**config.mk**
```make
export PLATFORM = sky130hd
export DESIGN_NAME = rv64_trap_ctrl
export DESIGN_NICKNAME = d
export VERILOG_FILES = /design/src/rtl/rv64_trap_ctrl.sv
export SDC_FILE = /design/constraint.sdc
export NUM_CORES = 1
export LEC_CHECK = 0
export ABC_CLOCK_PERIOD_IN_PS = 2800
export BUFFER_PORTS_ARGS = -buffer_cell sky130_fd_sc_hd__buf_4
export CORE_AREA = 2 2 307 309
export CTS_BUF_LIST = sky130_fd_sc_hd__clkbuf_4
export CTS_CLUSTER_DIAMETER = 150
export DETAILED_ROUTE_END_ITERATION = 8
export DIE_AREA = 0 0 309 311
export PLACE_DENSITY = 0.5
export SETUP_SLACK_MARGIN = 0.1
export SLEW_MARGIN = 20
export SYNTH_ARGS = -nofsm -noshare
export SYNTH_HDL_FRONTEND = slang
export SYNTH_SLANG_ARGS = --single-unit
export TNS_END_PERCENT = 1
```
**constraint.sdc**
```tcl
create_clock -name clk -period 2.8 [get_ports clk]
set_clock_uncertainty 0.1 [all_clocks]
set_input_delay 0.7 -clock clk [delete_from_list [all_inputs] [get_ports clk]]
set_output_delay 0.7 -clock clk [all_outputs]
set_load 0.01 [all_outputs]
```
**src/rtl/rv64_trap_ctrl.sv**
```systemverilog
// Machine-mode trap entry / mret sequencer driving the trap CSRs' dedicated write ports; accept -> CSR write (N+1) -> redirect (N+2).
// Backpressure: req_ready_o is high only in IDLE; requesters hold their event until it is accepted.
module rv64_trap_ctrl #(
    parameter int              XLEN            = 64,
    parameter logic [XLEN-1:0] IRQ_TIMER_CAUSE = 64'h8000_0000_0000_0007
) (
    input  logic            clk,
    input  logic            rst,

    input  logic            trap_valid_i,
    input  logic [XLEN-1:0] trap_cause_i,
    input  logic [XLEN-1:0] trap_tval_i,
    input  logic [XLEN-1:0] trap_pc_i,
    input  logic            mret_valid_i,
    input  logic            irq_timer_i,
    input  logic [XLEN-1:0] irq_pc_i,
    output logic            req_ready_o,

    input  logic [XLEN-1:0] csr_mstatus_rd_i,
    input  logic [XLEN-1:0] csr_mepc_rd_i,
    input  logic [XLEN-1:0] csr_mtvec_rd_i,

    output logic [XLEN-1:0] csr_mstatus_o,
    output logic [XLEN-1:0] csr_mepc_o,
    output logic [XLEN-1:0] csr_mcause_o,
    output logic [XLEN-1:0] csr_mtval_o,
    output logic            csr_mstatus_valid_o,
    output logic            csr_mepc_valid_o,
    output logic            csr_mcause_valid_o,
    output logic            csr_mtval_valid_o,
    output logic            csr_write_block_o,

    output logic            redirect_valid_o,
    output logic [XLEN-1:0] redirect_pc_o,
    output logic            busy_o
);

    localparam int MIE_BIT  = 3;
    localparam int MPIE_BIT = 7;

    typedef enum logic [1:0] {
        IDLE    = 2'd0,
        TRAP_WR = 2'd1,
        MRET_WR = 2'd2,
        REDIR   = 2'd3
    } state_t;

    typedef struct packed {
        logic [XLEN-1:0] epc;
        logic [XLEN-1:0] cause;
        logic [XLEN-1:0] tval;
    } evt_t;

    state_t          state_q, state_d;
    evt_t            evt_q, evt_d;
    logic [XLEN-1:0] target_q, target_d;

    logic [XLEN-1:0] vec_base;
    logic [XLEN-1:0] trap_vec;
    logic [XLEN-1:0] mstatus_trap;
    logic [XLEN-1:0] mstatus_mret;
    logic            irq_take;

    always_ff @(posedge clk or negedge rst) begin
        if (!rst) begin
            state_q  <= IDLE;
            evt_q    <= '0;
            target_q <= '0;
        end else begin
            state_q  <= state_d;
            evt_q    <= evt_d;
            target_q <= target_d;
        end
    end

    // Vectored mode only applies to interrupts; modes 2 and 3 fall back to direct.
    always_comb begin
        vec_base = {csr_mtvec_rd_i[XLEN-1:2], 2'b00};
        trap_vec = vec_base;
        if (csr_mtvec_rd_i[1:0] == 2'b01 && evt_q.cause[XLEN-1]) begin
            trap_vec = vec_base + {evt_q.cause[XLEN-3:0], 2'b00};
        end
    end

    always_comb begin
        mstatus_trap            = csr_mstatus_rd_i;
        mstatus_trap[MPIE_BIT]  = csr_mstatus_rd_i[MIE_BIT];
        mstatus_trap[MIE_BIT]   = 1'b0;
        mstatus_trap[12:11]     = 2'b11;

        mstatus_mret            = csr_mstatus_rd_i;
        mstatus_mret[MIE_BIT]   = csr_mstatus_rd_i[MPIE_BIT];
        mstatus_mret[MPIE_BIT]  = 1'b1;
        mstatus_mret[12:11]     = 2'b11;
    end

    assign irq_take = irq_timer_i && csr_mstatus_rd_i[MIE_BIT];

    always_comb begin
        state_d             = state_q;
        evt_d               = evt_q;
        target_d            = target_q;
        req_ready_o         = 1'b0;
        csr_mstatus_o       = '0;
        csr_mepc_o          = '0;
        csr_mcause_o        = '0;
        csr_mtval_o         = '0;
        csr_mstatus_valid_o = 1'b0;
        csr_mepc_valid_o    = 1'b0;
        csr_mcause_valid_o  = 1'b0;
        csr_mtval_valid_o   = 1'b0;
        csr_write_block_o   = 1'b0;
        redirect_valid_o    = 1'b0;
        redirect_pc_o       = '0;
        busy_o              = 1'b0;

        case (state_q)
            IDLE: begin
                req_ready_o = 1'b1;
                if (trap_valid_i) begin
                    evt_d   = '{epc: trap_pc_i, cause: trap_cause_i, tval: trap_tval_i};
                    state_d = TRAP_WR;
                end else if (mret_valid_i) begin
                    state_d = MRET_WR;
                end else if (irq_take) begin
                    evt_d   = '{epc: irq_pc_i, cause: IRQ_TIMER_CAUSE, tval: '0};
                    state_d = TRAP_WR;
                end
            end

            TRAP_WR: begin
                csr_mstatus_valid_o = 1'b1;
                csr_mepc_valid_o    = 1'b1;
                csr_mcause_valid_o  = 1'b1;
                csr_mtval_valid_o   = 1'b1;
                csr_mstatus_o       = mstatus_trap;
                csr_mepc_o          = {evt_q.epc[XLEN-1:2], 2'b00};
                csr_mcause_o        = evt_q.cause;
                csr_mtval_o         = evt_q.tval;
                csr_write_block_o   = 1'b1;
                busy_o              = 1'b1;
                target_d            = trap_vec;
                state_d             = REDIR;
            end

            MRET_WR: begin
                csr_mstatus_valid_o = 1'b1;
                csr_mstatus_o       = mstatus_mret;
                csr_write_block_o   = 1'b1;
                busy_o              = 1'b1;
                target_d            = csr_mepc_rd_i;
                state_d             = REDIR;
            end

            REDIR: begin
                redirect_valid_o = 1'b1;
                redirect_pc_o    = target_q;
                busy_o           = 1'b1;
                state_d          = IDLE;
            end

            default: state_d = IDLE;
        endcase
    end

endmodule

```
* Word-level counts from Yosys, hierarchy flattened
Cells that the tools add are included.
Storage, ports and cells: bits in registers 258, input port bits 453, output and inout port bits 328, logic and storage cells 39
Cells by class: $add $sub $neg 1, equality and inequality tests 6, muxes and demuxes 19, reduce and logical (&&, ||, !) cells 8
Operator list (number):
- $mux 192 | 3
- $mux 64 | 5
- $pmux 64 s2 | 2
- $add 64x64->64 | 1
- $mux 2 | 3
- $pmux 2 s3 | 1
- $mux 1 | 5
- $eq 2x1->1 const B | 2
- $eq 2x2->1 const B | 2
- $ne 4x4->1 const B | 1
- $reduce_bool 2->1 | 2
- $reduce_and 3->1 | 1
- $reduce_or 3->1 | 1
- $logic_and 1x1->1 | 2
- $logic_not 2->1 | 1
- $ne 2x2->1 const B | 1
- $reduce_or 2->1 | 1

* Logic depth before layout (Yosys ltp)
word-level depth 5, mapped depth 12, mapped depth without buffers 12

* Worst setup path before layout
No wires, ideal clock.
kind input to register, from in csr_mtvec_rd_i[2], to reg target_q[28], setup time 0.126 ns, arrival time 3.064 ns, path slack -0.490 ns, stages on the path 12, buffers on the path 0, cells stage by stage ha_1 > fa_1 > a21oi_1 > nor2_1 > nor2_1 > o311ai_2 > o31ai_4 > o21ai_1 > a31oi_1 > xnor2_1 > o21ai_0 > a221o_1
On the way: cells in the longest elaborated chain, start to end 3
RTL lines:
- start, declared | line 21 | input logic [XLEN-1:0] csr_mtvec_rd_i,
- $add 64x64->64 | line 81 | trap_vec = vec_base + {evt_q.cause[XLEN-3:0], 2'b00};
- $mux 64 | line 80 | if (csr_mtvec_rd_i[1:0] == 2'b01 && evt_q.cause[XLEN-1]) begin
- $pmux 64 s2 | line 117 | case (state_q)
- end signal, assigned | line 72 | target_q <= target_d;
- end, declared | line 56 | logic [XLEN-1:0] target_q, target_d;
Every way passes these cells. A chain may end at the register's enable or synchronous reset.

* Worst setup path after layout
from reg evt_q[64] (netlist name), to reg target_q[54]
On the way: cells in the longest elaborated chain, start to end 3
RTL lines:
- start, declared | line 55 | evt_t evt_q, evt_d;
- start signal, assigned | line 71 | evt_q <= evt_d;
- $add 64x64->64 | line 81
- $mux 64 | line 80
- $pmux 64 s2 | line 117
Every way passes these cells.

==> impl_metrics.toml <==
[status]
status = "finished, violations left"
violations = "setup timing"

[worst_setup_path]
critical_path_buf_inv_count = 1
crit_arrival_ps = 3780
max_stage_delay_ps = 470
worstSetupPathType = "register to register"
crit_required_ps = 3420
cp_slowest_cell = "dfrtp_2"
critPathTopFamily = "compound AO/OA/AOI/OAI gates"
startpoint_type = "register"
endpoint_kind = "register"
cp_cell_sequence = "ha_4 -> fa_2 -> a21oi_4 -> nor2_2 -> buf_4 -> o211ai_1 -> nand3_2 -> a31oi_4 -> o31ai_4 -> a21o_1 -> a21boi_1 -> xor2_1 -> o21ai_1"
critPathMaxFanout = 4

[yosys]
synth_flop_cell = "dfrtp_1"
ys_seq_elements = 256
yosysWarnings = 0
yosysMostFrequentCell = "and2_1"
mappedNetlistArea_um2 = 16700
synth_commonest_cells = "and2_1 (320), dfrtp_1 (256), nand2_1 (187)"
synth_edf_count = 0
synth_top_area_share_pct = 38.3
synthCells = 1882
yosysTopAreaCell = "dfrtp_1"
yosys-top-cells-area = "dfrtp_1 (38%), and2_1 (12%), a22o_1 (6.6%)"
async_reset_ff_share_pct = 100
seq_area_frac_synth_pct = 38.3
syn_avg_cell_area_um2 = 8.88
synthDistinctLibCells = 74

[die]
core-area_um2 = 92800
start_util_pct = 18.0
die_w_um = 309
dieArea_um2 = 96100
num_io_pins = 781
fp.dieH_um = 311
rows = 112

[timing]
timing.fmax_ghz = 0.316
holdWs_ps = 124
period_needed_ps = 3160
rsz0062_at_grt = "true"
fin_crit_sh_pct = 113
finalSetupViolCount = 366
worst_pin_slew_ps = 716
final_hold_viol_count = 0
setup_ws_ps = -361
maxSlewHeadroom_pct = 52.1
slew_viol_final = 0

[finish]
nets = 3773
drive_gt1_share_pct = 42.8
area_growth_pct = 89.0
fin_cells = 4579

[pwr]
clockPowerShare_pct = 12.0
p_sw_share_pct = 42.9
pwr_density_cell_nw_per_um2 = 1020
max-vdd-ir-drop_uv = 746
switching_power_mw = 13.9
comb_power_share_pct = 66.7
seqPwrFrac_pct = 21.3
power.total_mw = 32.3
p_int_mw = 18.5
leakagePower_nw = 15.2

[detailed_routing]
antenna_left = 0
vias_per_cell = 4.32
drc = 0
wirelength_um = 90600
wl_per_cell_um = 19.8
route.vias.total = 19800
firstDrtPassIters = 5
dr.first_iter.drc_count = 983

[placed_design]
place_hpwl_um = 69500
dp.cells = 4101
port_buffers = 772
place.gp.congestion = 0.860

[clock_tree]
cts_tree = "yes"
htreeDepth = 3
insertion_delay_ps = 880
clock-sinks = 256
cts_root_buf = "clkbuf_4"
clockBufferDepth = 3
clk_pin_slew_ps = 60
cts_buffers = 83

[global_route]
grt_first_pass_wirelength_um = 130000
antenna_found_initial = 13
grt_max_degree = 100
grt_pass1_vias = 20500
grtUsageTotal_pct = 18.0
overflow = 0

[run]
maxCapViolCount = 0

[min_path]
hold_class = "input port to register"
## power groups by stage
stage                     clock [mW]  sequential [mW]  combinational (mW)
after floorplan                    0             6.17                10.0
after global placement             0             6.94                19.2
after detailed placement           0             6.94                19.2
after CTS                       4.08             6.92                20.8
after global routing            4.30             7.13                23.5
final                           3.89             6.89                21.5
## flip-flops by register name (all words and copies together), names as in the netlist
| register | count |
|---|---|
| evt_q | 190 |
| target_q | 64 |
| state_q | 2 |
## final cells by class
| class | count | area, um2 |
|---|---|---|
| multi-input combinational | 1460 | 10300 |
| tap | 1254 | 1570 |
| fill | 9714 | 61200 |
| antenna | 11 | 27.5 |
| clock buffer | 107 | 803 |
| inverter | 16 | 62.6 |
| clock inverter | 39 | 205 |
| timing repair buffer | 1436 | 12200 |
| sequential | 256 | 6420 |
## worst min-delay path: stages
cell and delay (ps):
buf_4 80, o21ai_0 100, o2bb2ai_1 160
## layer usage
| layer | global-route usage, % | vias to the layer above | part of all wire [%] |
|---|---|---|---|
| met2 | 31.6 | 725 | 50 |
| li1 | - | 9455 | - |
| met4 | 5.54 | 10 | 2.9 |
| met3 | 3.99 | 140 | 6.6 |
| met1 | 21.6 | 9448 | 41 |
| met5 | 0 | - | 0.072 |
## worst paths after layout
| kind | cells past startpoint | slack [ps] | end | start |
|---|---|---|---|---|
| setup / recovery | 13 | -360 | target_q[54]$_DFFE_PN0P_ | evt_q[64]$_DFFE_PN0P_ |
| setup reg to reg | 13 | -360 | target_q[54]$_DFFE_PN0P_ | evt_q[64]$_DFFE_PN0P_ |
| hold / removal | 3 | 120 | target_q[15]$_DFFE_PN0P_ | csr_mepc_rd_i[15] |
| max in group asynchronous | 3 | 1510 | evt_q[180]$_DFFE_PN0P_ | rst |
| min in group asynchronous | 2 | 330 | evt_q[121]$_DFFE_PN0P_ | rst |
| hold reg to reg | 2 | 370 | evt_q[175]$_DFFE_PN0P_ | evt_q[175]$_DFFE_PN0P_ |
## kinds of logic after synthesis
family                     after synthesis  synth area share, %
buffers and inverters                  167                 4.00
adders and majority gates               67                 5.06
and+or+nand+nor                        661                 20.8
AOI/OAI and AO/OA                      595                 24.0
other                                    1               0.0224
xor gates and xnor gates                58                 3.09
DFF                                    256                 38.3
muxes                                   77                 4.70
## cell usage in the layout (no fill, tap or decap), types with 8 or more instances in the layout
| cell type | instances |
|---|---|
| a211oi_2 | 8 |
| a21o_1 | 38 |
| a21oi_1 | 102 |
| a22o_1 | 126 |
| and2_1 | 274 |
| and2_4 | 46 |
| and3_1 | 8 |
| buf_12 | 23 |
| buf_4 | 1043 |
| buf_6 | 60 |
| clkbuf_4 | 107 |
| clkinv_1 | 30 |
| dfrtp_1 | 247 |
| dfrtp_2 | 9 |
| diode_2 | 11 |
| dlygate4sd3_1 | 299 |
| ha_1 | 53 |
| ha_4 | 11 |
| inv_1 | 13 |
| mux2_2 | 12 |
| mux2i_1 | 65 |
| nand2_1 | 185 |
| nand3_1 | 17 |
| nand4_1 | 17 |
| nor2_1 | 61 |
| nor2b_1 | 11 |
| nor3_1 | 9 |
| o211ai_1 | 23 |
| o21a_1 | 8 |
| o21ai_0 | 160 |
| o21ai_1 | 19 |
| o21bai_1 | 13 |
| o22ai_1 | 11 |
| xnor2_1 | 32 |
| xor2_1 | 17 |
## per-stage QoR
stage	TNS (ps)	area (um2)	utilization (%)	setup slack [ps]
after global routing	-157660	31600	34.0	-541
after floorplan	-4350	16800	-	-303
after global placement	-36130	26400	28.5	-1090
final	-89980	31600	34.0	-361
after CTS	-152340	31000	33.4	-563
after detailed placement	-36360	26400	28.5	-1070
## timing repair
item / in CTS / in global routing
buffers inserted: 9 / 8
setup endpoints to repair: 377 / 380
cloned: 3 / 4
hold endpoints to repair: 282 / 0
gates resized for setup: 107 / 116
pin swaps: 35 / 33
hold buffers: 299 / 0
Note: power is estimated with default switching activity, not from simulation.
